===== src/rtl/kd_tree_ctrl.sv =====
// kd_tree_ctrl: control sequencer for one clustering iteration over a kd-tree
// of cluster PEs. Runs a fixed sort phase, fetches points one at a time from
// the point store, broadcasts each point, walks it down the tree using the
// addressed node's go_left decision and strobes inc at the reached leaf.
//
// Ports:
//   clk, rst            clock, synchronous active-high reset
//   start, n_points     begin an iteration of n_points points (sampled in IDLE)
//   pt_valid/pt_ready   point store handshake, pt_data carries the point
//   go_left             decision of the node currently on node_sel
//   pe_*                registered PE control strobes
//   point_out           registered broadcast point
//   node_sel, level     heap index (root = 1) and depth (root = 0) of the walk
//   pt_count            points completed this iteration
//   busy, done          not IDLE / one-cycle end-of-iteration pulse
//
// state   | meaning
// --------+----------------------------------------------------------
// IDLE    | waiting for start
// SORT    | 2*TREE_DEPTH cycles alternating parent/child switch
// FETCH   | pt_ready high, waiting for pt_valid
// BCAST   | point broadcast to PEs, root addressed
// DESCEND | one cycle per level, follows go_left toward a leaf
// INC     | leaf accumulates, point counted
// DONE    | one-cycle done pulse

module kd_tree_ctrl #(
  parameter int DIM        = 3,
  parameter int DATA_RANGE = 255,
  parameter int MAX_N      = 1000,
  parameter int MAX_DEPTH  = 16,
  parameter int TREE_DEPTH = 3,
  localparam int DIM_SIZE     = $clog2(DATA_RANGE),
  localparam int COUNTER_SIZE = $clog2(MAX_N),
  localparam int DEPTH_SIZE   = $clog2(MAX_DEPTH),
  localparam int NODE_SIZE    = TREE_DEPTH,
  localparam int CENTER_SIZE  = DIM * DIM_SIZE
) (
  input  logic                    clk,
  input  logic                    rst,
  input  logic                    start,
  input  logic [COUNTER_SIZE-1:0] n_points,
  input  logic                    pt_valid,
  input  logic [CENTER_SIZE-1:0]  pt_data,
  output logic                    pt_ready,
  input  logic                    go_left,
  output logic                    pe_en,
  output logic                    pe_receive_point,
  output logic                    pe_inc,
  output logic                    pe_next_level,
  output logic                    pe_sorting,
  output logic                    pe_parent_switch,
  output logic                    pe_child_switch,
  output logic [CENTER_SIZE-1:0]  point_out,
  output logic [NODE_SIZE-1:0]    node_sel,
  output logic [DEPTH_SIZE-1:0]   level,
  output logic [COUNTER_SIZE-1:0] pt_count,
  output logic                    busy,
  output logic                    done
);

  localparam int SORT_W = $clog2(2 * MAX_DEPTH);

  typedef enum logic [2:0] {
    S_IDLE, S_SORT, S_FETCH, S_BCAST, S_DESCEND, S_INC, S_DONE
  } state_t;

  state_t                  state_q, state_d;
  logic [SORT_W-1:0]       sort_cnt_q, sort_cnt_d;
  logic [COUNTER_SIZE-1:0] pt_count_q, pt_count_d;
  logic [COUNTER_SIZE-1:0] n_points_q, n_points_d;
  logic [CENTER_SIZE-1:0]  point_q, point_d;
  logic [NODE_SIZE-1:0]    node_sel_q, node_sel_d;
  logic [DEPTH_SIZE-1:0]   level_q, level_d;
  logic pt_ready_q, pt_ready_d;
  logic busy_q, busy_d;
  logic recv_q, recv_d;
  logic inc_q, inc_d;
  logic next_lvl_q, next_lvl_d;
  logic sorting_q, sorting_d;
  logic parent_q, parent_d;
  logic child_q, child_d;
  logic done_q, done_d;

  always_comb begin
    state_d    = state_q;
    sort_cnt_d = sort_cnt_q;
    pt_count_d = pt_count_q;
    n_points_d = n_points_q;
    point_d    = point_q;
    node_sel_d = node_sel_q;
    level_d    = level_q;

    case (state_q)
      S_IDLE: begin
        if (start) begin
          state_d    = S_SORT;
          sort_cnt_d = SORT_W'(2 * TREE_DEPTH - 1);
          pt_count_d = '0;
          n_points_d = n_points;
        end
      end
      S_SORT: begin
        if (sort_cnt_q == '0) begin
          state_d = (n_points_q == '0) ? S_DONE : S_FETCH;
        end else begin
          sort_cnt_d = sort_cnt_q - SORT_W'(1);
        end
      end
      S_FETCH: begin
        if (pt_valid && pt_ready_q) begin
          point_d    = pt_data;
          node_sel_d = NODE_SIZE'(1);
          level_d    = '0;
          state_d    = S_BCAST;
        end
      end
      S_BCAST: begin
        state_d = (TREE_DEPTH == 1) ? S_INC : S_DESCEND;
      end
      S_DESCEND: begin
        // Left child is 2n, right child is 2n+1.
        node_sel_d = (node_sel_q << 1) | NODE_SIZE'(!go_left);
        level_d    = level_q + DEPTH_SIZE'(1);
        if (level_q == DEPTH_SIZE'(TREE_DEPTH - 2)) begin
          state_d = S_INC;
        end
      end
      S_INC: begin
        pt_count_d = pt_count_q + COUNTER_SIZE'(1);
        node_sel_d = '0;
        level_d    = '0;
        state_d    = (pt_count_d == n_points_q) ? S_DONE : S_FETCH;
      end
      S_DONE: begin
        state_d = S_IDLE;
      end
      default: begin
        state_d = S_IDLE;
      end
    endcase

    // Strobes are decoded from the next state so they are registered and
    // line up with the cycle the FSM spends in that state.
    busy_d     = (state_d != S_IDLE);
    pt_ready_d = (state_d == S_FETCH);
    recv_d     = (state_d == S_BCAST);
    next_lvl_d = (state_d == S_DESCEND);
    inc_d      = (state_d == S_INC);
    done_d     = (state_d == S_DONE);
    sorting_d  = (state_d == S_SORT);
    // The sort counter starts odd and counts down, so odd count = even cycle.
    parent_d   = (state_d == S_SORT) && sort_cnt_d[0];
    child_d    = (state_d == S_SORT) && !sort_cnt_d[0];
  end

  always_ff @(posedge clk) begin
    if (rst) begin
      state_q    <= S_IDLE;
      sort_cnt_q <= '0;
      pt_count_q <= '0;
      n_points_q <= '0;
      point_q    <= '0;
      node_sel_q <= '0;
      level_q    <= '0;
      pt_ready_q <= 1'b0;
      busy_q     <= 1'b0;
      recv_q     <= 1'b0;
      inc_q      <= 1'b0;
      next_lvl_q <= 1'b0;
      sorting_q  <= 1'b0;
      parent_q   <= 1'b0;
      child_q    <= 1'b0;
      done_q     <= 1'b0;
    end else begin
      state_q    <= state_d;
      sort_cnt_q <= sort_cnt_d;
      pt_count_q <= pt_count_d;
      n_points_q <= n_points_d;
      point_q    <= point_d;
      node_sel_q <= node_sel_d;
      level_q    <= level_d;
      pt_ready_q <= pt_ready_d;
      busy_q     <= busy_d;
      recv_q     <= recv_d;
      inc_q      <= inc_d;
      next_lvl_q <= next_lvl_d;
      sorting_q  <= sorting_d;
      parent_q   <= parent_d;
      child_q    <= child_d;
      done_q     <= done_d;
    end
  end

  assign pt_ready         = pt_ready_q;
  assign pe_en            = busy_q;
  assign busy             = busy_q;
  assign pe_receive_point = recv_q;
  assign pe_inc           = inc_q;
  assign pe_next_level    = next_lvl_q;
  assign pe_sorting       = sorting_q;
  assign pe_parent_switch = parent_q;
  assign pe_child_switch  = child_q;
  assign done             = done_q;
  assign point_out        = point_q;
  assign node_sel         = node_sel_q;
  assign level            = level_q;
  assign pt_count         = pt_count_q;

endmodule


===== config.mk =====
export PLATFORM = sky130hd
export DESIGN_NAME = kd_tree_ctrl
export DESIGN_NICKNAME = d
export VERILOG_FILES = /design/src/rtl/kd_tree_ctrl.sv
export SDC_FILE = /design/constraint.sdc
export NUM_CORES = 1
export LEC_CHECK = 0
export CAP_MARGIN = 0
export CORE_ASPECT_RATIO = 2
export CORE_MARGIN = 2
export CORE_UTILIZATION = 35
export DETAILED_ROUTE_END_ITERATION = 7
export PLACE_DENSITY = 0.74
export SETUP_SLACK_MARGIN = 0.1
export SLEW_MARGIN = 20
export SYNTH_ARGS = -nofsm -noshare
export SYNTH_HDL_FRONTEND = slang
export SYNTH_SLANG_ARGS = --single-unit

===== constraint.sdc =====
create_clock -name clk -period 4.7 [get_ports clk]
set_clock_uncertainty 0.2 [all_clocks]
set_input_delay 0.94 -clock clk [delete_from_list [all_inputs] [get_ports clk]]
set_output_delay 0.94 -clock clk [all_outputs]
set_load 0.05 [all_outputs]

Word level (Yosys, flattened, before mapping)
Index checks and enable logic that the tools add are counted.
- logic and storage cells: 70
- bits in registers: 68
- output and inout port bits: 51
- add/sub/neg operators: 3
- muxes and demuxes: 16
- equality and inequality tests: 16
- bitwise operators: 1
- reductions and logical operators: 17
- operator list (cell ; number):
    3-bit 2-to-1 mux ; 7
    10-bit one-hot mux with 2 select lines ; 1
    3-bit one-hot mux with 6 select lines ; 1
    3-bit equality test, second input constant ; 5
    3-bit by 2-bit equality test with 1-bit output, second input constant ; 4
    4-bit one-hot mux with 3 select lines ; 1
    10-bit by 1-bit adder with 10-bit output, second input constant ; 1
    10-bit equality test ; 1
    10-bit zero test ; 1
    10-bit 2-to-1 mux ; 1
    5-bit 2-to-1 mux ; 2
    5-bit one-hot mux with 2 select lines ; 1
    3-bit one-hot mux with 3 select lines ; 1
    2-bit AND reduction ; 4
    3-bit by 1-bit equality test with 1-bit output, second input constant ; 2
    2-bit != test, second input constant ; 3
    3-bit nonzero test ; 2
    5-bit zero test ; 1
    5-bit by 1-bit subtractor with 5-bit output, second input constant ; 1
    4-bit by 1-bit adder with 4-bit output, second input constant ; 1
    4-bit by 1-bit equality test with 1-bit output, second input constant ; 1
    4-bit 2-to-1 mux ; 1
    2-bit nonzero test ; 2
    1-bit logical AND ; 3
    4 further kinds ; 5

Logic depth before layout (Yosys ltp)
Gate-level depths: netlist (run 1).
- depth after elaboration: 6
- mapped depth: 8
- depth with buffers taken out: 8

Worst setup path after synthesis (run 1)
Ideal clock, no wire load.
- path type: register -> register
- start: reg pt_count_q[0], in the netlist pt_count[0]
- end: reg pt_ready_q, in the netlist pt_ready
- data arrival time: 2.243 ns
- buffers on the path: 0
- cell stages (with the launch flop): 8
- path slack: 2.141 ns
- cell sequence: dfxtp_1 ha_1 and3_1 and3_1 xnor2_1 nand4_1 o41a_1 and3_1
- longest elaborated chain between the ends: 5
- ends and longest elaborated chain (item ; RTL line ; text):
    start, declared ; 70 ; logic [COUNTER_SIZE-1:0] pt_count_q, pt_count_d;
    start signal, assigned ; 178 ; pt_count_q <= pt_count_d;
    10-bit by 1-bit adder with 10-bit output ; 130 ; pt_count_d = pt_count_q + COUNTER_SIZE'(1);
    10-bit equality test ; 133 ; state_d = (pt_count_d == n_points_q) ? S_DONE : S_FETCH;
    3-bit 2-to-1 mux ; 133 ;
    3-bit one-hot mux with 6 select lines ; 94 ; case (state_q)
    3-bit by 2-bit equality test with 1-bit output ; 146 ; pt_ready_d = (state_d == S_FETCH);
    end signal, assigned ; 183 ; pt_ready_q <= pt_ready_d;
    end, declared ; 75 ; logic pt_ready_q, pt_ready_d;
No other way between the ends.
A chain may end at the register's enable or synchronous reset.

Final worst setup path (run 1)
- start: reg pt_count_q[3], in the netlist pt_count[3]
- end: out pt_count[3]
- RTL lines (item ; RTL line ; text):
    end, declared ; 57 ; output logic [COUNTER_SIZE-1:0] pt_count,
No word-level cell between the ends.

==> impl_metrics.env, run 1 <==
export IMPL_status="finished clean"
export IMPL_synth_distinct_cells=44
export IMPL_row_count=47
export IMPL_gr_total_overflow=0
export IMPL_clk_latency_ns=0.33
export IMPL_drv_cap=0
export IMPL_cts_tree="built"
export IMPL_drive_above_1_share=0.0622
export IMPL_ctsLongestPathBuffers=2
export IMPL_crit_fanout=12
export IMPL_fin_crit_sh=0.627
export IMPL_grt_pass1_wl_um=12500
export IMPL_avgViaCountPerCell=5.04
export IMPL_cts_buffers=9
export IMPL_peakVddDrop_uv=246
export IMPL_wirelength_um=7580
export IMPL_syn_nets=408
export IMPL_path_delay_family="buffers and inverters"
export IMPL_relSlewSlack=0.389
export IMPL_grt_pass1_vias=2732
export IMPL_cts_htree_levels=3
export IMPL_num_antenna_cells=0
export IMPL_ioPinCount=90
export IMPL_fin_setup_tns_ns=0
export IMPL_setup_violations=0
export IMPL_area_growth_pct=43.1
export IMPL_cts_num_sinks=68
export IMPL_routabilityCongestion=0.845
export IMPL_yosysSeqAreaShare=0.463
export IMPL_dp_cells=532
export IMPL_ff2ff_setup_slack_ns=2.02
export IMPL_layoutNonFillerInstCount=548
export IMPL_tightestPinTransition_ns=0.917
export IMPL_critPathCaptureType="output port"
export IMPL_cp_slowest_cell="clkdlybuf4s50_1"
export IMPL_die_width_um=68.8
export IMPL_cp_arrival_ns=1.81
export IMPL_cp_num_buf_inv=1
export IMPL_netlist_instances=365
export IMPL_antenna_found_initial=0
export IMPL_ant_nets=0
export IMPL_initial_core_util=0.357
export IMPL_drv_slew=0
export IMPL_num_fill_cells=811
export IMPL_netlist_area_sq_mm=0.00294
export IMPL_crit_path_max_incr_delay_ns=0.89
export IMPL_core_region_area_sq_mm=0.00823
export IMPL_critPathLaunchType="flip-flop"
export IMPL_dieHeight_um=134
export IMPL_ys_ff_latch=68
export IMPL_period_needed_ns=2.95
export IMPL_fin_area_sq_mm=0.00421
export IMPL_hpwl_um=5690
export IMPL_die_area_sq_mm=0.00919
export IMPL_firstDrtPassIters=5
export IMPL_synth_edf_count=0
export IMPL_vias=2762
export IMPL_worstSetupPathType="flip-flop to output port"
export IMPL_grt_max_degree=38
export IMPL_drt_initial_drc_count=152
export IMPL_path_cells="clkdlybuf4s50_1"
export IMPL_grt_usage=0.183
export IMPL_port_buffers=89
export IMPL_async_reset_ff_frac=0
export IMPL_cp_required_ns=3.56
export IMPL_post_cts_buffers=0
export IMPL_rsz0062_at_grt="false"
export IMPL_p_per_area_mw_per_mm2=404
export IMPL_placed_cell_area_sq_mm=0.00387
export IMPL_utilization=0.511
export IMPL_max_freq_mhz=339
export IMPL_synth_main_ff_cell="dfxtp_1"
export IMPL_yosys_warnings=0
export IMPL_cts_resized=0
export IMPL_nNetsFinal=488
export IMPL_wl_per_cell_um=13.8
export IMPL_hold_class="flip-flop to flip-flop"
export IMPL_root_buffer="clkbuf_16"
export IMPL_path_clk_slew_ns=0.06
export IMPL_synth_area_per_cell_sq_um=8.06
export IMPL_cts_hold_buf=0
export IMPL_leakagePower_nw=1.51
export IMPL_drc=0
export IMPL_final_hold_viol_count=0
[state kept, by name (all words and copies together), names as in the netlist, 3 cells and up]
signal / count
level: 4
n_points_q: 10
node_sel: 3
point_out: 24
pt_count: 10
sort_cnt_q: 5
state_q: 3
[cell usage after synthesis, types with 3 or more instances]
cell type	number	area [sq um]
a211oi_1	4	30.0
nand2b_1	3	18.8
o21ai_0	11	55.1
dfxtp_1	68	1360
ha_1	4	50.1
xor2_1	8	70.1
inv_1	5	18.8
nor3_1	8	40.0
nor2_1	43	161
a21oi_1	43	215
a311oi_1	3	26.3
buf_4	4	30.0
and3_1	4	25.0
a31oi_1	10	62.6
nor4_1	5	31.3
nor3b_1	3	22.5
nand2_1	83	312
nand3_1	4	20.0
clkbuf_1	17	63.8
xnor2_1	5	43.8
[metrics by stage]
stage          total power, mW  setup WS [ns]  hold slack, ns
2_1_floorplan            0.867           2.14           0.255
3_3_place_gp             0.959           1.78           0.244
3_5_place_dp             0.966           1.75           0.247
4_1_cts                   1.72           1.74           0.259
5_1_grt                   1.77           1.66           0.279
6_report                  1.70           1.75           0.255
[logic make-up after synthesis]
kind of cell | after synthesis | share of synthesized area
fa+ha+maj | 4 | 0.0170
compound gates | 80 | 0.164
mux | 2 | 0.00681
simple gates | 170 | 0.269
xor+xnor | 13 | 0.0387
flops | 68 | 0.463
buf+inv | 28 | 0.0408
[layout by cell type, fill, tap and decap left out, types with 8 or more instances in the layout]
cell             Yosys  layout
dfxtp_1             68      68
nand2_1             83      83
a21oi_1             43      43
nor2_1              43      43
clkdlybuf4s50_1      0      88
a31oi_1             10      10
xor2_1               8       8
clkbuf_16            0       9
nor3_1               8       8
o21ai_0             11      11
[layer usage]
layer	part of all wire	track usage	up-vias	wire length [um]
met5	0	0	-	0
met4	0.024	0.0904	0	180
met3	0.042	0.0498	14	321
met2	0.58	0.331	77	4410
met1	0.35	0.182	1264	2670
li1	-	-	1407	-
[power breakdown]
| group | switching [mW] | internal (mW) | total, mW |
|---|---|---|---|
| registers | 0.0360 | 0.611 | 0.647 |
| clock network | 0.242 | 0.505 | 0.747 |
| logic | 0.183 | 0.123 | 0.306 |
[final timing paths]
| path | start | endpoint | depth (start not counted) |
|---|---|---|---|
| worst max register to register | state_q[0] | pt_ready | 6 |
| worst max-delay path | pt_count[3] | pt_count[3] | 1 |
| worst min-delay path | point_out[7] | point_out[7] | 2 |
| worst min register to register | point_out[7] | point_out[7] | 2 |
[area by class of cell]
class | instances | area, sq um | area share
Multi-Input combinational cell | 269 | 1470 | 0.348
Sequential cell | 68 | 1360 | 0.323
Timing Repair Buffer | 91 | 901 | 0.214
Clock buffer | 12 | 267 | 0.0633
Tap cell | 98 | 123 | 0.0291
Clock inverter | 4 | 70.1 | 0.0166
Inverter | 6 | 22.5 | 0.00535
[tightest hold or removal path: cells and delay by family (launching register included)]
kind | cells | cell delay (ns)
AO/OA/AOI/OAI | 1 | 0.05
flip-flops | 1 | 0.31
AND/OR/NAND/NOR | 1 | 0.05
No activity file was read; power rests on OpenSTA's default activity.
==> run 2, diff against run 1 <==
Settings changed: PLACE_DENSITY 0.74 to 0.76.
Clock period 4.7 ns to 2.7 ns, I/O delays scaled along.
==> run 2 against run 1 <==
Against the previous run:
- clock-buffer cell count rose by 3
- worst hold slack got worse by 0.0025 ns
- register-to-register slack got worse by 1.8 ns
- core utilization rose by 0.20 points
- die area did not move
- critical path depth rose by 6
- final cell count rose by 1.3%
- clock power rose by 58%
- power rose by 68%
- first-iteration DRC count rose by 12%
- wire length rose by 5.2%
- largest power group unchanged
==> impl_metrics.env, run 2 (same netlist as run 1, synthesis figures left out) <==
export IMPL_path_cells="ha_1 -> and3_1 -> and3_1 -> xnor2_1 -> nand4_1 -> o41a_1 -> and3_1"
export IMPL_p_int_mw=2.06
export IMPL_drv_cap=0
export IMPL_layoutNonFillerInstCount=555
export IMPL_firstDrtPassIters=4
export IMPL_rsz0062_at_grt="false"
export IMPL_cp_common_cell="and3_1"
export IMPL_critPathLaunchType="flip-flop"
export IMPL_hold_class="flip-flop to flip-flop"
export IMPL_seqCellArea_sq_mm=0.00136
export IMPL_status="finished clean"
export IMPL_power_frac_clock=0.411
export IMPL_final_common_cell="clkdlybuf4s50_1"
export IMPL_nNetsFinal=495
export IMPL_routabilityCongestion=0.877
export IMPL_setup_violations=0
export IMPL_multiInputGateArea_sq_mm=0.00147
export IMPL_die_width_um=68.8
export IMPL_cp_arrival_ns=2.50
export IMPL_netSwitchingPower_uw=803
export IMPL_p_per_area_mw_per_mm2=677
export IMPL_dieHeight_um=134
export IMPL_relSlewSlack=0.493
export IMPL_area_growth_pct=43.7
export IMPL_grt_pass1_vias=2804
export IMPL_cts_buffers=9
export IMPL_crit_fanout=7
export IMPL_cp_num_buf_inv=0
export IMPL_path_clk_slew_ns=0.05
export IMPL_leakagePower_nw=1.54
export IMPL_drive_above_1_share=0.0678
export IMPL_dp_cells=539
export IMPL_largest_reg_flops=24
export IMPL_num_antenna_cells=0
export IMPL_grt_usage=0.189
export IMPL_drt_initial_drc_count=170
export IMPL_final_hold_viol_count=0
export IMPL_post_cts_buffers=0
export IMPL_power_frac_comb=0.200
export IMPL_grt_max_degree=39
export IMPL_wl_per_cell_um=14.4
export IMPL_cp_slowest_cell="o41a_1"
export IMPL_drc=0
export IMPL_port_buffers=89
export IMPL_worstSetupPathType="flip-flop to flip-flop"
export IMPL_num_fill_cells=804
export IMPL_ant_nets=0
export IMPL_ioPinCount=90
export IMPL_tightestPinTransition_ns=0.760
export IMPL_vias=2863
export IMPL_seqPwrFrac=0.389
export IMPL_cts_num_sinks=68
export IMPL_cts_tree="built"
export IMPL_hold_ws_ns=0.253
export IMPL_switching_share=0.281
export IMPL_gr_total_overflow=0
export IMPL_ctsLongestPathBuffers=2
export IMPL_drv_slew=0
export IMPL_avgViaCountPerCell=5.16
export IMPL_clk_latency_ns=0.33
export IMPL_fin_setup_tns_ns=0
export IMPL_root_buffer="clkbuf_16"
export IMPL_row_count=47
export IMPL_utilization=0.513
export IMPL_grt_pass1_wl_um=12900
export IMPL_initial_core_util=0.357
export IMPL_antenna_found_initial=0
export IMPL_cp_required_ns=2.72
export IMPL_crit_path_max_incr_delay_ns=0.47
export IMPL_final_cell_mix="clkdlybuf4s50_1 (87), nand2_1 (83), dfxtp_1 (68)"
export IMPL_path_delay_family="simple AND/OR/NAND/NOR gates"
export IMPL_peakVddDrop_uv=430
export IMPL_wirelength_um=7970
export IMPL_fin_crit_sh=0.916
export IMPL_max_freq_mhz=404
export IMPL_die_area_sq_mm=0.00919
export IMPL_cts_htree_levels=3
export IMPL_period_needed_ns=2.47
export IMPL_core_region_area_sq_mm=0.00823
export IMPL_hpwl_um=5930
export IMPL_critPathCaptureType="flip-flop"
==> run 2: worst paths after layout <==
check	start	slack [ns]	depth (start not counted)	end
setup / recovery	pt_count[0]	0.23	7	pt_ready
hold / removal	point_out[12]	0.25	2	point_out[12]
setup reg to reg	pt_count[0]	0.23	7	pt_ready
hold reg to reg	point_out[12]	0.25	2	point_out[12]
==> run 2: area by class of cell <==
class / instances / area share
Inverter: 6 / 0.00533
Tap cell: 98 / 0.0290
Multi-Input combinational cell: 269 / 0.347
Clock buffer: 15 / 0.0634
Clock inverter: 1 / 0.00711
Sequential cell: 68 / 0.322
Timing Repair Buffer: 98 / 0.226
==> run 2: routing by layer <==
| metal | global-route usage | wire, um | vias up |
|---|---|---|---|
| met5 | 0 | 0 | - |
| met3 | 0.0380 | 312 | 25 |
| met4 | 0.115 | 313 | 0 |
| met2 | 0.337 | 4560 | 83 |
| li1 | - | - | 1421 |
| met1 | 0.188 | 2780 | 1334 |
==> run 2: tightest hold or removal path: stages (launching register included) <==
cell and delay [ns]:
dfxtp_1 0.30, nand2_1 0.05, a21oi_1 0.05
==> run 2: power by group through the flow <==
stage	Clock, mW	Sequential, mW	Combinational (mW)
after floorplan	0	1.20	0.304
after global placement	0	1.13	0.560
after detailed placement	0	1.14	0.569
after CTS	1.19	1.11	0.572
after global routing	1.24	1.12	0.622
final	1.18	1.11	0.572
==> run 2: per-stage QoR <==
| step | total power [mW] | area [sq um] | worst slack [ns] |
|---|---|---|---|
| floorplan | 1.51 | 2940 | 0.141 |
| global placement | 1.69 | 3930 | 0.353 |
| detailed placement | 1.70 | 3930 | 0.261 |
| CTS | 2.88 | 4220 | 0.144 |
| global route | 2.98 | 4230 | 0.104 |
| finish | 2.86 | 4230 | 0.226 |
==> run 2: timing repair <==
action,in CTS,in global routing
gates resized for setup,0,1
endpoints found under the setup margin,0,1
hold buffers,0,0
